===== src/rtl/pivot_pkg.sv =====
// Shared types and helpers for the sequential pivot search.
// Keys are carried one bit wider than the widest supported element.
package pivot_pkg;

  typedef enum logic [1:0] {
    IDLE,
    SCAN,
    DONE
  } state_t;

  localparam logic MODE_ABS = 1'b1;
  localparam logic MODE_SYM = 1'b1;

  localparam int MAX_W = 32;
  localparam int KEY_W = MAX_W + 1;

  function automatic int n_candidates(
    input int   n,
    input logic sym
  );
    return sym ? (n * (n - 1)) / 2 : n * (n - 1);
  endfunction

  // One extra bit keeps |-2^(W-1)| exact.
  function automatic logic signed [KEY_W-1:0] key_of(
    input logic signed [MAX_W-1:0] value,
    input logic                    abs_mode
  );
    logic signed [KEY_W-1:0] k;
    k = KEY_W'(value);
    if (abs_mode && k[KEY_W-1]) k = -k;
    return k;
  endfunction

endpackage


===== src/rtl/pivot_cmp.sv =====
// Candidate-vs-best comparator for the pivot search.
// Strictly-greater replace keeps the earliest of equal keys.
module pivot_cmp
  import pivot_pkg::*;
#(
  parameter int WIDTH = 16
) (
  input  logic signed [WIDTH-1:0] i_val,
  input  logic signed [KEY_W-1:0] i_best_key,
  input  logic                    i_best_vld,
  input  logic                    i_abs,
  output logic                    o_rep,
  output logic signed [KEY_W-1:0] o_key
);

  logic signed [MAX_W-1:0] w_ext;

  assign w_ext = MAX_W'(i_val);
  assign o_key = key_of(w_ext, i_abs);
  assign o_rep = !i_best_vld || (o_key > i_best_key);

endmodule


===== src/rtl/pivot_seq_search.sv =====
// Sequential off-diagonal pivot search, one candidate per clock.
// Walks the matrix row-major without ever landing on the diagonal.
module pivot_seq_search
  import pivot_pkg::*;
#(
  parameter int N_STOCKS = 3,
  parameter int WIDTH    = 16,
  parameter int IDX_W    = 4
) (
  input  logic                    clk,
  input  logic                    rst,
  input  logic                    start,
  input  logic                    abs_mode,
  input  logic                    sym_mode,
  input  logic signed [N_STOCKS-1:0][N_STOCKS-1:0][WIDTH-1:0] matrix,
  output logic                    busy,
  output logic                    done,
  output logic [IDX_W-1:0]        pivot_i,
  output logic [IDX_W-1:0]        pivot_j,
  output logic signed [WIDTH-1:0] pivot_val
);

  if (N_STOCKS < 2) begin : g_chk_n
    $error("N_STOCKS must be >= 2");
  end
  if ((2 ** IDX_W) < N_STOCKS) begin : g_chk_idx
    $error("IDX_W too narrow for N_STOCKS");
  end
  if (WIDTH > MAX_W) begin : g_chk_w
    $error("WIDTH exceeds MAX_W");
  end

  localparam int SW     = $clog2(N_STOCKS);
  localparam int IW     = SW + 2;
  localparam int C_FULL = n_candidates(N_STOCKS, 1'b0);
  localparam int C_SYM  = n_candidates(N_STOCKS, 1'b1);
  localparam int CW     = $clog2(C_FULL + 1);

  localparam logic [IW-1:0] NL  = IW'(N_STOCKS);
  localparam logic [IW-1:0] I1  = IW'(1);
  localparam logic [CW-1:0] CF1 = CW'(C_FULL - 1);
  localparam logic [CW-1:0] CS1 = CW'(C_SYM - 1);
  localparam logic [CW-1:0] C1  = CW'(1);

  state_t r_state;
  state_t w_state_nxt;

  logic signed [N_STOCKS-1:0][N_STOCKS-1:0][WIDTH-1:0] r_mat;
  logic r_abs;
  logic r_sym;

  logic [SW-1:0] r_i;
  logic [SW-1:0] r_j;
  logic [CW-1:0] r_cnt;

  logic signed [KEY_W-1:0] r_best_key;
  logic                    r_best_vld;
  logic [SW-1:0]           r_bi;
  logic [SW-1:0]           r_bj;
  logic signed [WIDTH-1:0] r_bval;

  logic [SW-1:0]           r_pi;
  logic [SW-1:0]           r_pj;
  logic signed [WIDTH-1:0] r_pval;

  logic signed [WIDTH-1:0] w_val;
  logic signed [KEY_W-1:0] w_key;
  logic                    w_rep;
  logic                    w_last;
  logic [IW-1:0]           w_in;
  logic [IW-1:0]           w_jn;

  assign w_val = r_mat[r_i][r_j];

  pivot_cmp #(
    .WIDTH(WIDTH)
  ) u_cmp (
    .i_val     (w_val),
    .i_best_key(r_best_key),
    .i_best_vld(r_best_vld),
    .i_abs     (r_abs == MODE_ABS),
    .o_rep     (w_rep),
    .o_key     (w_key)
  );

  // Next candidate: hop over the diagonal, wrap rows.
  always_comb begin
    w_in = IW'(r_i);
    w_jn = IW'(r_j) + I1;
    if (r_sym != MODE_SYM && w_jn == IW'(r_i))
      w_jn = w_jn + I1;
    if (w_jn >= NL) begin
      w_in = IW'(r_i) + I1;
      w_jn = (r_sym == MODE_SYM) ? w_in + I1 : '0;
    end
  end

  always_comb begin
    w_state_nxt = r_state;
    w_last      = 1'b0;
    unique case (r_state)
      IDLE: if (start) w_state_nxt = SCAN;
      SCAN: begin
        w_last = (r_cnt == '0);
        if (w_last) w_state_nxt = DONE;
      end
      DONE:    w_state_nxt = IDLE;
      default: w_state_nxt = IDLE;
    endcase
  end

  always_ff @(posedge clk) begin
    if (rst) begin
      r_state    <= IDLE;
      r_abs      <= 1'b0;
      r_sym      <= 1'b0;
      r_i        <= '0;
      r_j        <= '0;
      r_cnt      <= '0;
      r_best_key <= '0;
      r_best_vld <= 1'b0;
      r_bi       <= '0;
      r_bj       <= '0;
      r_bval     <= '0;
      r_pi       <= '0;
      r_pj       <= '0;
      r_pval     <= '0;
    end else begin
      r_state <= w_state_nxt;
      if (r_state == IDLE && start) begin
        r_mat      <= matrix;
        r_abs      <= abs_mode;
        r_sym      <= sym_mode;
        r_i        <= '0;
        r_j        <= SW'(1);
        r_cnt      <= sym_mode ? CS1 : CF1;
        r_best_vld <= 1'b0;
      end
      if (r_state == SCAN) begin
        if (w_rep) begin
          r_best_key <= w_key;
          r_best_vld <= 1'b1;
          r_bi       <= r_i;
          r_bj       <= r_j;
          r_bval     <= w_val;
        end
        r_i   <= w_in[SW-1:0];
        r_j   <= w_jn[SW-1:0];
        r_cnt <= r_cnt - C1;
        // Last candidate still competes on the DONE entry edge.
        if (w_last) begin
          r_pi   <= w_rep ? r_i : r_bi;
          r_pj   <= w_rep ? r_j : r_bj;
          r_pval <= w_rep ? w_val : r_bval;
        end
      end
    end
  end

  assign busy      = (r_state != IDLE);
  assign done      = (r_state == DONE);
  assign pivot_i   = IDX_W'(r_pi);
  assign pivot_j   = IDX_W'(r_pj);
  assign pivot_val = r_pval;

endmodule


===== config.mk =====
export PLATFORM = sky130hd
export DESIGN_NAME = pivot_seq_search
export DESIGN_NICKNAME = d
export VERILOG_FILES = /design/src/rtl/pivot_pkg.sv /design/src/rtl/pivot_cmp.sv /design/src/rtl/pivot_seq_search.sv
export SDC_FILE = /design/constraint.sdc
export NUM_CORES = 1
export LEC_CHECK = 0
export CAP_MARGIN = 20
export CORE_UTILIZATION = 53
export CTS_CLUSTER_DIAMETER = 150
export DETAILED_ROUTE_END_ITERATION = 10
export PLACE_DENSITY = 0.81
export SYNTH_ARGS = -nofsm -noshare
export SYNTH_HDL_FRONTEND = slang
export SYNTH_SLANG_ARGS = --single-unit

===== constraint.sdc =====
create_clock -name clk -period 10.88 [get_ports clk]
set_input_delay 2.176 -clock clk [delete_from_list [all_inputs] [get_ports clk]]
set_output_delay 2.176 -clock clk [all_outputs]
set_load 0.03 [all_outputs]

; ---- Word level (Yosys, flattened, before mapping)
; Index checks and enable logic that the tools add are counted.
[word_totals]
latchBits = 0
mem_bits_rw = 0
register_bits = 229
word_cells = 81
n_memories = 0
output_inout_bits = 26
romBits = 0
[op_classes]
muxes = 26
reduce_logical = 14
n_eq_ne = 6
n_div = 0
n_bitwise = 2
n_addsub = 6
order_cmp = 4
shift = 0
mul = 0
[ops]
columns = cell, count
row1 = binary-select mux 48 bit (select 2 bit), 1
row2 = two-way mux 48 bit, 1
row3 = > comparator 33 bit, 1
row4 = two-way mux 33 bit, 1
row5 = negation 16 -> 33 bit, 1
row6 = binary-select mux 16 bit (select 2 bit), 1
row7 = two-way mux 16 bit, 2
row8 = two-way mux 2 bit, 11
row9 = AND reduction 2 bit, 5
row10 = two-way mux 3 bit, 3
row11 = less-than comparator 2 x 3 -> 1 bit (second input constant), 2
row12 = != test 2 bit (second input constant), 3
row13 = adder 2 x 1 -> 2 bit (second input constant), 2
row14 = adder 3 x 1 -> 4 bit (second input constant), 1
row15 = >= comparator 4 x 2 -> 1 bit (second input constant), 1
row16 = two-way mux 1 bit, 4
row17 = two-way mux 4 bit, 1
row18 = one-hot mux 2 bit (2 select lines), 1
row19 = nonzero test 2 bit, 2
row20 = adder 2 x 1 -> 3 bit (second input constant), 1
row21 = equality test 3 x 2 -> 1 bit, 1
row22 = logical AND 1 bit, 3
row23 = zero test 3 bit, 1
row24 = subtractor 3 x 1 -> 3 bit (second input constant), 1
row25 = other kinds (6), 7

; ---- Logic depth before layout (Yosys ltp)
[depth]
depth_word = 10
ltp_mapped = 24
depth_no_buf = 20

; ---- Hierarchy
; From an unflattened synthesis, not the netlist that was laid out.
[unflattened]
hier_cells = 937
area_unflattened_um2 = 10252.3
[by_module_without_submodules]
columns = module, seq_area_each_um2, area_each_um2, n_inst, cells_per_inst
row1 = pivot_seq_search, 6025.8, 8949.8, 1, 752
row2 = pivot_cmp, 0.0, 1302.5, 1, 185

; ---- Worst setup path after synthesis
; OpenSTA, ideal clock, no wires.
[synth_timing]
kind = input to register
startpoint = input rst
endpoint = register r_mat[0] (netlist bit) (enable)
required_time_ns = 10.230
setup_ns = 0.650
t_arrival_ns = 8.563
slack_ns = 1.667
path_stages = 3
n_path_buf = 2
path_cell_list = clkbuf_1 clkbuf_1 nor2_1
[synth_between]
elab_chain_cells = 2
[synth_lines]
columns = element, line
row1 = "start, declared", pivot_seq_search.sv:11  ; input logic rst,
row2 = inverter 1 bit (no source line), n/a
row3 = AND reduction 2 bit (no source line), n/a
row4 = "end signal, assigned", pivot_seq_search.sv:131  ; r_mat <= matrix;
row5 = "end, declared", pivot_seq_search.sv:48  ; logic signed [N_STOCKS-1:0][N_STOCKS-1:0][WIDTH-1:0] r_mat;
; No other way between the ends.
; A chain may end at the register's enable or synchronous reset.

; ---- Worst setup path after layout
[layout_timing]
startpoint = register r_i[0]
endpoint = register r_pj[1]
[layout_between]
elab_chain_cells = 9
elab_cells_between_ends = 10
[layout_lines]
columns = element, line
row1 = "start, declared", pivot_seq_search.sv:52  ; logic [SW-1:0] r_i;
row2 = "start signal, assigned", pivot_seq_search.sv:147  ; r_i <= w_in[SW-1:0];
row3 = binary-select mux 48 bit (select 2 bit) *, pivot_seq_search.sv:73  ; assign w_val = r_mat[r_i][r_j];
row4 = two-way mux 48 bit (implied by the code) *, pivot_seq_search.sv:73
row5 = binary-select mux 16 bit (select 2 bit) *, pivot_seq_search.sv:73
row6 = two-way mux 16 bit (implied by the code) *, pivot_seq_search.sv:73
row7 = negation 16 -> 33 bit / logical AND 1 bit (equally long branches), pivot_pkg.sv:31  ; if (abs_mode && k[KEY_W-1]) k = -k;
row8 = two-way mux 33 bit *, pivot_pkg.sv:31
row9 = net u_cmp.o_key[14], pivot_cmp.sv:13  ; output logic signed [KEY_W-1:0] o_key
row10 = > comparator 33 bit *, pivot_cmp.sv:20  ; assign o_rep = !i_best_vld || (o_key > i_best_key);
row11 = logical OR 1 bit *, pivot_cmp.sv:20
row12 = two-way mux 2 bit *, n/a
row13 = "end signal, assigned", pivot_seq_search.sv:153  ; r_pj <= w_rep ? r_j : r_bj;
row14 = "end, declared", pivot_seq_search.sv:63  ; logic [SW-1:0] r_pj;
; Mark *: on every way through the listed nets, which the timed path passes. The rest lies on a longest branch. The select of a mux whose other input is x is not followed.

==> metrics.cfg <==
[run_status]
status=finished clean

[yosys]
synth_xor_area_frac=0.01617
yosysTopAreaCell=edfxtp_1
synth_seq_area_share=0.5962
synth-compound-area-share=0.1439
ys_ff_latch=216
synth_fa_ha_area_frac=0.03235
ys_warn_count=0
postSynthCellCount=830
synthSimpleGateAreaFrac=0.1291
ys_top_cells_by_area=edfxtp_1 45%, dfxtp_1 15%, mux2i_1 3.3%
synth_edf_count=144
synth_cell_type_count=68
synthArstFlopShare=0
synth_top_area_frac=0.4471
ys.flop_type=edfxtp_1
syn-cell-area_um2=9671
avgSynthCellArea_um2=11.65
synth_top_family_by_area=compound AO/OA/AOI/OAI gates
muxShareOfSynthArea=0.03662

[finish]
fillerInstances=1278
design_area_um2=12240
antenna_cells=0
final_cell_mix=169 x clkdlybuf4s50_1, 144 x edfxtp_1, 70 x dfxtp_1
nNetsFinal=1155
final_common_cell=clkdlybuf4s50_1
layout-drive-gt1-share=0.07222
area_delta_synth_final_pct=26.58
stdcell_count=1226

[global_route]
gr-total-overflow=0
grt_pass1_wl_um=36580
grt_pass1_vias=7007
grt_max_degree=84
track_usage=0.2532
antenna_found_initial=0

[clock_tree]
cts_setup_buffers=0
cts_resized=0
hold_buffers=0
clk_latency_ns=0.51
cts_root_buf=clkbuf_16
cts.clk_slew.worst_paths_ns=0.06
numCtsBuffers=22
cts_tree=yes
cts_sinks=216
clockBufferDepth=3
htree_levels=1

[sta]
maxSlewViolCount=0
max_slew.worst_pin.slew_ns=1.009
setup-violations-final=0
period_needed_ns=6.708
fmax_ghz=0.1491
period_share=0.6166
finalClockSkew_ns=0.02331
tns_ns=0
hold_viol=0
rsz0062_at_grt=no
slew_headroom=0.3270

[floorplanning]
die-area_um2=18790
coreArea_um2=17900
rows=49
die_y_um=137.1
initial_core_util=0.5402
io_pins=175
dieWidth_um=137.1

[power]
irDropWorstVdd_v=0.0001895
cellLeakagePower_nw=4.234
power_density_nw_per_um2=178.9

[job]
drv_cap=0

[detailed_routing]
wl_per_cell_um=18.91
vias_per_cell=5.784
first_pass_iters=5
drt_iter0_markers=510
drcViolationCount=0
drt-total-wl_um=23190
antenna_left=0
via_count=7091

[place]
place_hpwl_um=15760
place.port_buffers=170
dpl.cell_count=1186
place_congestion=0.8612
placed_area_um2=11500

[hold_path]
hp-class=flop to flop

[critical_path]
crit_path_end_kind=flop
start_kind=flop
crit_type=flop to flop
ff2ff_setup_slack_ns=4.17
critPathRequiredTime_ns=11.28
critPathArrivalTime_ns=7.11
critical_path.max_fanout=26

layout make-up:
class	count	area (µm²)	area share
inverter	39	146.4	0.01196
timing repair buffer	184	1802	0.1472
tap	229	286.5	0.02341
sequential	216	5768	0.4712
multi-input combinational	518	3493	0.2854
clock inverter	9	96.34	0.007871
clock buffer	31	648.1	0.05295
metal layers:
layer	GRT usage	routed length, µm
met2	0.4220	11450
met3	0.03889	1563
met4	0.06166	381
met5	0	0
met1	0.3465	9792
worst max-delay path: stages, from the launching register on:
cell	delay, ns
dfxtp_2	0.50
clkinv_1	0.70
o221ai_1	0.43
a221o_1	0.23
nand2_1	0.11
inv_1	0.11
ha_1	0.19
inv_1	0.06
nor4_1	0.57
and3_1	0.28
a31oi_1	0.09
xor2_1	0.17
ha_1	0.33
a21o_1	0.19
a21o_1	0.17
a21oi_1	0.13
o21ai_0	0.16
a2111oi_4	0.96
nand2b_1	0.69
nand2_1	0.17
a311oi_1	0.32
report_power, final:
group / internal (mW) / switching (mW)
sequential: 0.938 / 0.0261
clock: 0.463 / 0.304
combinational: 0.196 / 0.263
through the flow:
stage                     hold WS (ns)  utilization  worst slack [ns]  power (mW)
after floorplan                 0.4403            -             1.667       1.281
after global placement          0.4426       0.6422             4.557       1.424
after detailed placement        0.4555       0.6422             4.407       1.433
after CTS                       0.4647       0.6837             4.254       2.197
after global routing            0.4873       0.6837             3.681       2.285
final                           0.4627       0.6837             4.172       2.190
cell usage after synthesis, types with 7 or more instances:
library cell and count:
edfxtp_1 144, dfxtp_1 72, nor2_1 62, nand2_1 46, a21oi_1 42, o21ai_0 42
inv_1 37, mux2i_1 32, clkbuf_1 30, nor2b_1 27, ha_1 25, nand3_1 23
buf_2 20, nand2b_1 17, nand3b_1 15, nor3_1 15, o31ai_1 14, a31oi_1 13
a211oi_1 11, o2bb2ai_1 11, xnor2_1 10, o221ai_1 9, a21o_1 8, o22ai_1 8
a32o_1 7, buf_4 7
cell families (layout without fill, tap and decap cells):
| family | Yosys count | in the layout |
|---|---|---|
| other cells | 1 | 4 |
| compound gates | 200 | 200 |
| flops | 216 | 216 |
| simple gates | 237 | 237 |
| mux | 35 | 35 |
| xor+xnor | 17 | 17 |
| buf+inv | 99 | 263 |
| fa+ha+maj | 25 | 25 |
flip-flops by register name (all words and copies together) (netlist names):
signal and cells:
r_mat 144, r_best_key 20, pivot_val 16, r_bval 16
r_cnt 3, r_bi 2, r_bj 2, r_i 2
r_j 2, r_pi 2, r_pj 2, r_state 2
r_abs 1, r_best_vld 1, r_sym 1
worst paths after layout:
kind                startpoint           end  cells past startpoint
setup / recovery        r_i[0]       r_pj[1]                     20
setup reg to reg        r_i[0]       r_pj[1]                     20
hold reg to reg   pivot_val[7]  pivot_val[7]                      2
hold / removal    pivot_val[7]  pivot_val[7]                      2
(Power assumes the default switching activity.)
